==> src/rtl/if_id_buffer_pkg.sv <==
// Shared definitions for the fetch/decode instruction buffer: default widths
// and the enable/stop signal levels used across the slice.
package if_id_buffer_pkg;

  localparam int unsigned DEF_ADDR_WIDTH = 32;
  localparam int unsigned DEF_INST_WIDTH = 32;
  localparam logic        EN             = 1'b1;
  localparam logic        STOP           = 1'b0;

endpackage

==> src/rtl/if_id_buffer_fetch_compact.sv <==
// Fetch-group compaction: per lane, a write enable and a destination offset
// (prefix popcount of the valids), so valid lanes land contiguously from tail.
module if_id_buffer_fetch_compact
  import if_id_buffer_pkg::*;
#(
  parameter int unsigned FETCH_WIDTH = 2,
  parameter int unsigned OFF_W       = 2
) (
  input  logic [FETCH_WIDTH-1:0]            i_valid,
  input  logic                              i_accept,
  output logic [FETCH_WIDTH-1:0]            o_wr_en,
  output logic [FETCH_WIDTH-1:0][OFF_W-1:0] o_offset,
  output logic [OFF_W-1:0]                  o_push_cnt
);

  logic [OFF_W-1:0] w_sum;

  // running prefix count gives each valid lane its slot relative to tail
  always_comb begin
    w_sum      = '0;
    o_wr_en    = '0;
    o_offset   = '0;
    for (int l = 0; l < int'(FETCH_WIDTH); l++) begin
      o_wr_en[l]  = (i_valid[l] == EN) & i_accept;
      o_offset[l] = w_sum;
      if (i_valid[l] == EN) begin
        w_sum = w_sum + OFF_W'(1);
      end else begin
        w_sum = w_sum;
      end
    end
    if (i_accept == EN) begin
      o_push_cnt = w_sum;
    end else begin
      o_push_cnt = '0;
    end
  end

endmodule

==> src/rtl/if_id_buffer.sv <==
// Multi-lane instruction buffer between fetch and decode: DEPTH-entry circular
// queue, whole-group push, in-order prefix pop, single-cycle flush.
module if_id_buffer
  import if_id_buffer_pkg::*;
#(
  parameter int unsigned FETCH_WIDTH  = 2,
  parameter int unsigned DECODE_WIDTH = 2,
  parameter int unsigned DEPTH        = 8,
  parameter int unsigned ADDR_WIDTH   = DEF_ADDR_WIDTH,
  parameter int unsigned INST_WIDTH   = DEF_INST_WIDTH
) (
  input  logic                               clk,
  input  logic                               rst,
  input  logic                               flush,
  input  logic [FETCH_WIDTH-1:0]             if_valid_i,
  input  logic [FETCH_WIDTH*ADDR_WIDTH-1:0]  if_pc_i,
  input  logic [FETCH_WIDTH*INST_WIDTH-1:0]  if_inst_i,
  output logic                               if_ready_o,
  output logic [DECODE_WIDTH-1:0]            id_valid_o,
  output logic [DECODE_WIDTH*ADDR_WIDTH-1:0] id_pc_o,
  output logic [DECODE_WIDTH*INST_WIDTH-1:0] id_inst_o,
  input  logic [DECODE_WIDTH-1:0]            id_ready_i,
  output logic [$clog2(DEPTH):0]             count_o
);

  localparam int unsigned PTR_W = $clog2(DEPTH);
  localparam int unsigned CNT_W = PTR_W + 1;
  localparam int unsigned OFF_W = $clog2(FETCH_WIDTH + 1);
  localparam int unsigned POP_W = $clog2(DECODE_WIDTH + 1);

  logic [ADDR_WIDTH-1:0] r_pc_mem   [DEPTH];
  logic [INST_WIDTH-1:0] r_inst_mem [DEPTH];
  logic [PTR_W-1:0]      r_head;
  logic [PTR_W-1:0]      r_tail;
  logic [CNT_W-1:0]      r_count;

  logic [FETCH_WIDTH-1:0]            w_wr_en;
  logic [FETCH_WIDTH-1:0][OFF_W-1:0] w_offset;
  logic [OFF_W-1:0]                  w_push_cnt;
  logic [POP_W-1:0]                  w_pops;
  logic                              w_run;

  // ready depends only on registered occupancy, never on decode's ready
  assign if_ready_o = (CNT_W'(DEPTH) - r_count) >= CNT_W'(FETCH_WIDTH);
  assign count_o    = r_count;

  if_id_buffer_fetch_compact #(
    .FETCH_WIDTH (FETCH_WIDTH),
    .OFF_W       (OFF_W)
  ) u_fetch_compact (
    .i_valid    (if_valid_i),
    .i_accept   (if_ready_o),
    .o_wr_en    (w_wr_en),
    .o_offset   (w_offset),
    .o_push_cnt (w_push_cnt)
  );

  // stored payload is not reset; valid is derived from count alone
  always_ff @(posedge clk) begin
    for (int l = 0; l < int'(FETCH_WIDTH); l++) begin
      if (w_wr_en[l] && !rst && !flush) begin
        r_pc_mem[r_tail + PTR_W'(w_offset[l])]   <= if_pc_i[l*ADDR_WIDTH +: ADDR_WIDTH];
        r_inst_mem[r_tail + PTR_W'(w_offset[l])] <= if_inst_i[l*INST_WIDTH +: INST_WIDTH];
      end
    end
  end

  always_ff @(posedge clk) begin
    if (rst || flush) begin
      r_head  <= '0;
      r_tail  <= '0;
      r_count <= '0;
    end else begin
      r_head  <= r_head + PTR_W'(w_pops);
      r_tail  <= r_tail + PTR_W'(w_push_cnt);
      r_count <= r_count + CNT_W'(w_push_cnt) - CNT_W'(w_pops);
    end
  end

  // pops = leading run of valid&ready lanes; a ready beyond a gap is ignored
  always_comb begin
    w_pops = '0;
    w_run  = EN;
    for (int k = 0; k < int'(DECODE_WIDTH); k++) begin
      if (w_run == EN && id_valid_o[k] == EN && id_ready_i[k] == EN) begin
        w_pops = w_pops + POP_W'(1);
      end else begin
        w_run = STOP;
      end
    end
  end

  always_comb begin
    id_valid_o = '0;
    id_pc_o    = '0;
    id_inst_o  = '0;
    for (int k = 0; k < int'(DECODE_WIDTH); k++) begin
      if (r_count > CNT_W'(k)) begin
        id_valid_o[k]                          = EN;
        id_pc_o[k*ADDR_WIDTH +: ADDR_WIDTH]    = r_pc_mem[r_head + PTR_W'(k)];
        id_inst_o[k*INST_WIDTH +: INST_WIDTH]  = r_inst_mem[r_head + PTR_W'(k)];
      end else begin
        id_valid_o[k] = STOP;
      end
    end
  end

endmodule

==> config.mk <==
export PLATFORM = sky130hd
export DESIGN_NAME = if_id_buffer
export DESIGN_NICKNAME = d
export VERILOG_FILES = /design/src/rtl/if_id_buffer_pkg.sv /design/src/rtl/if_id_buffer_fetch_compact.sv /design/src/rtl/if_id_buffer.sv
export SDC_FILE = /design/constraint.sdc
export NUM_CORES = 1
export LEC_CHECK = 0
export ABC_AREA = 1
export CAP_MARGIN = 20
export CORE_MARGIN = 2
export CORE_UTILIZATION = 45
export CTS_CLUSTER_SIZE = 40
export DETAILED_ROUTE_END_ITERATION = 8
export GPL_ROUTABILITY_DRIVEN = 0
export PLACE_DENSITY = 0.69
export SKIP_LAST_GASP = 1
export SLEW_MARGIN = 40
export SYNTH_ARGS = -nofsm -noshare
export SYNTH_HDL_FRONTEND = slang
export SYNTH_HIERARCHICAL = 1
export SYNTH_SLANG_ARGS = --single-unit
==> constraint.sdc <==
create_clock -name clk -period 11.15 [get_ports clk]
set_clock_uncertainty 0.05 [all_clocks]
set_input_delay 1.115 -clock clk [delete_from_list [all_inputs] [get_ports clk]]
set_output_delay 1.115 -clock clk [all_outputs]
set_load 0.02 [all_outputs]
==> flow_summary.ini <==
[status]
status = finished, final reports clean

[clocking]
cts_max_path_buffers = 3
cts_sinks = 522
cts_buffers = 58
post_cts_hold_buffer_count = 0
path_clk_slew_ns = 0.06
post_cts_buffers = 0
ctsHtreeMaxLevel = 2
cts_resized = 0
clockRootBuffer = clkbuf_16
clock_latency_ns = 0.63
tritoncts = yes

[worst_setup_path]
r2r-end = r_pc_mem[4][8]$_DFFE_PP_
timing.rr.start = count_o[1]$_SDFF_PP0_
crit_required_ns = 9.99
cp_max_fo = 66
reg2reg_slack_ns = 6.84
end_kind = output port
crit_arrival_ns = 4.66
reg2reg_depth = 13
crit_type = reg -> out
start_kind = flip-flop

[pwr]
ir_drop_mv = 0.157
leakage_nw = 18.0
power_density_nw_per_um2 = 208

[logic_synthesis]
synth_cell_type_count = 28
synth_warnings = 6
synthCells = 4816
synth_area_um2 = 35000
yosysSeqAreaShare = 0.444
synth-seq-cells = 522
yosysTopAreaCell = edfxtp_1
synth_top_area_frac = 0.439
synth_area_leaders = edfxtp_1, nand2_1, nand3_1
avgSynthCellArea_um2 = 7.28

[timing]
hold_viol_final = 0
maxSlewViolCount = 0
tightest_slew_ns = 0.909
holdWs_ns = 0.555
period_share = 0.522
timing.slew.headroom = 0.394
min_period_ns = 5.82
max_freq_mhz = 172
setup_viol = 0
final.setup.tns_ns = 0
grt_setup_unrepaired = no
fin_ws_ns = 5.33

[drt]
detail-route-antenna-nets = 0
vias = 31601
routedWlPerCell_um = 18.6
finalWirelength_um = 110000
drc = 0
drtIter0Drc = 3234
vias_per_cell = 5.36
first_pass_iters = 6

[worst_hold_path]
hold_start = r_tail[2]$_SDFF_PP0_
min_path_cells = 2
min_to = r_tail[2]$_SDFF_PP0_
holdCritPathClass = reg -> reg

[finish]
drive_gt1_frac = 0.0612
seqCellArea_um2 = 15600
multi_input_area_um2 = 14900
final_common_cell = nand2_1
nFillCells = 7394
nets = 4965
syn2layout_area_growth_pct = 12.2
final_cell_mix = nand2_1, inv_1, nand3_1, edfxtp_1, nor2_1

[floorplanning]
die_y_um = 283
coreArea_um2 = 77200
io_pins = 270
die_area_um2 = 80100
rows = 102
start_util = 0.454
die_w_um = 283

[placement]
numPortBuffers = 269
hpwl_um = 64000
post-place-ws_ns = 6.07

[run]
maxCapViolations = 0

[global_route]
grt_pass1_vias = 30081
grt_pass1_wl_um = 169000
grt_start_max_net_pins = 208
grt.overflow.total = 0
antenna_found_initial = 4
grt_usage = 0.267
## power by group
group          switching, mW  internal [mW]
clock                  0.833           1.08
sequential            0.0568           2.31
combinational           2.57           1.33
## cell type report
cell class,instances,area share
flip-flops and latches,522,0.396
multi-input cells,3297,0.378
repair buffers,322,0.0874
inverters,608,0.0586
clock buffers,72,0.0388
well taps,1040,0.0331
clock inverters,34,0.00770
diodes,3,0.000191
## Yosys cell counts, drive strengths merged
master	instances
a21boi	1
a21oi	3
and3	1
buf	314
clkbuf	77
clkinv	1
conb	1
dfxtp	10
edfxtp	512
fa	6
ha	15
inv	607
nand2	1694
nand3	580
nand4	2
nor2	402
o21ai	584
xnor2	4
xor2	2
## worst max path at each step
stage	startpoint	end
finish	r_head[0]$_SDFF_PP0_	id_inst_o[44]
global route	r_head[0]$_SDFF_PP0_	id_inst_o[32]
CTS	r_head[0]$_SDFF_PP0_	id_inst_o[44]
detailed placement	if_valid_i[0]	r_inst_mem[4][20]$_DFFE_PP_
global placement	r_head[1]$_SDFF_PP0_	id_pc_o[54]
floorplan	flush	r_inst_mem[4][0]$_DFFE_PP_
## kinds of logic after synthesis
kind of cell,count (synthesis),share of synthesized area
compound gates,588,0.0979
xor+xnor,6,0.00171
fa+ha+maj,21,0.00878
buf+inv,999,0.138
flops,522,0.444
other cells,1,0.000107
simple gates,2679,0.309
## sequential cells by signal, indices dropped and copies added, names as in the netlist
register	count
r_pc_mem	256
r_head	3
r_inst_mem	256
count_o	4
r_tail	3
## per-stage QoR
stage | instance area (um^2) | util | cells | power [mW]
CTS | 39200 | 0.508 | 5892 | 8.17
finish | 39300 | 0.509 | 5898 | 8.17
floorplan | 35000 | - | 4818 | 4.76
global placement | 37000 | 0.479 | 5772 | 6.19
detailed placement | 37400 | 0.484 | 5786 | 6.25
global route | 39300 | 0.509 | 5898 | 8.57
## critical path: stages (launching register included)
cell and delay [ns]:
dfxtp_4 0.78, ha_4 0.41, inv_6 0.53, buf_4 0.83
o21ai_0 0.22, nor2_1 0.17, nor2_1 0.06, nor2_1 0.27
clkdlybuf4s50_1 0.67
## layer usage
metal | vias up | wire, um | global-route usage
met2 | 1497 | 52000 | 0.447
met3 | 237 | 9250 | 0.0370
li1 | 15286 | - | -
met4 | 2 | 4350 | 0.115
met5 | - | 10 | 0
met1 | 14579 | 44300 | 0.346
(Power assumes the default switching activity.)
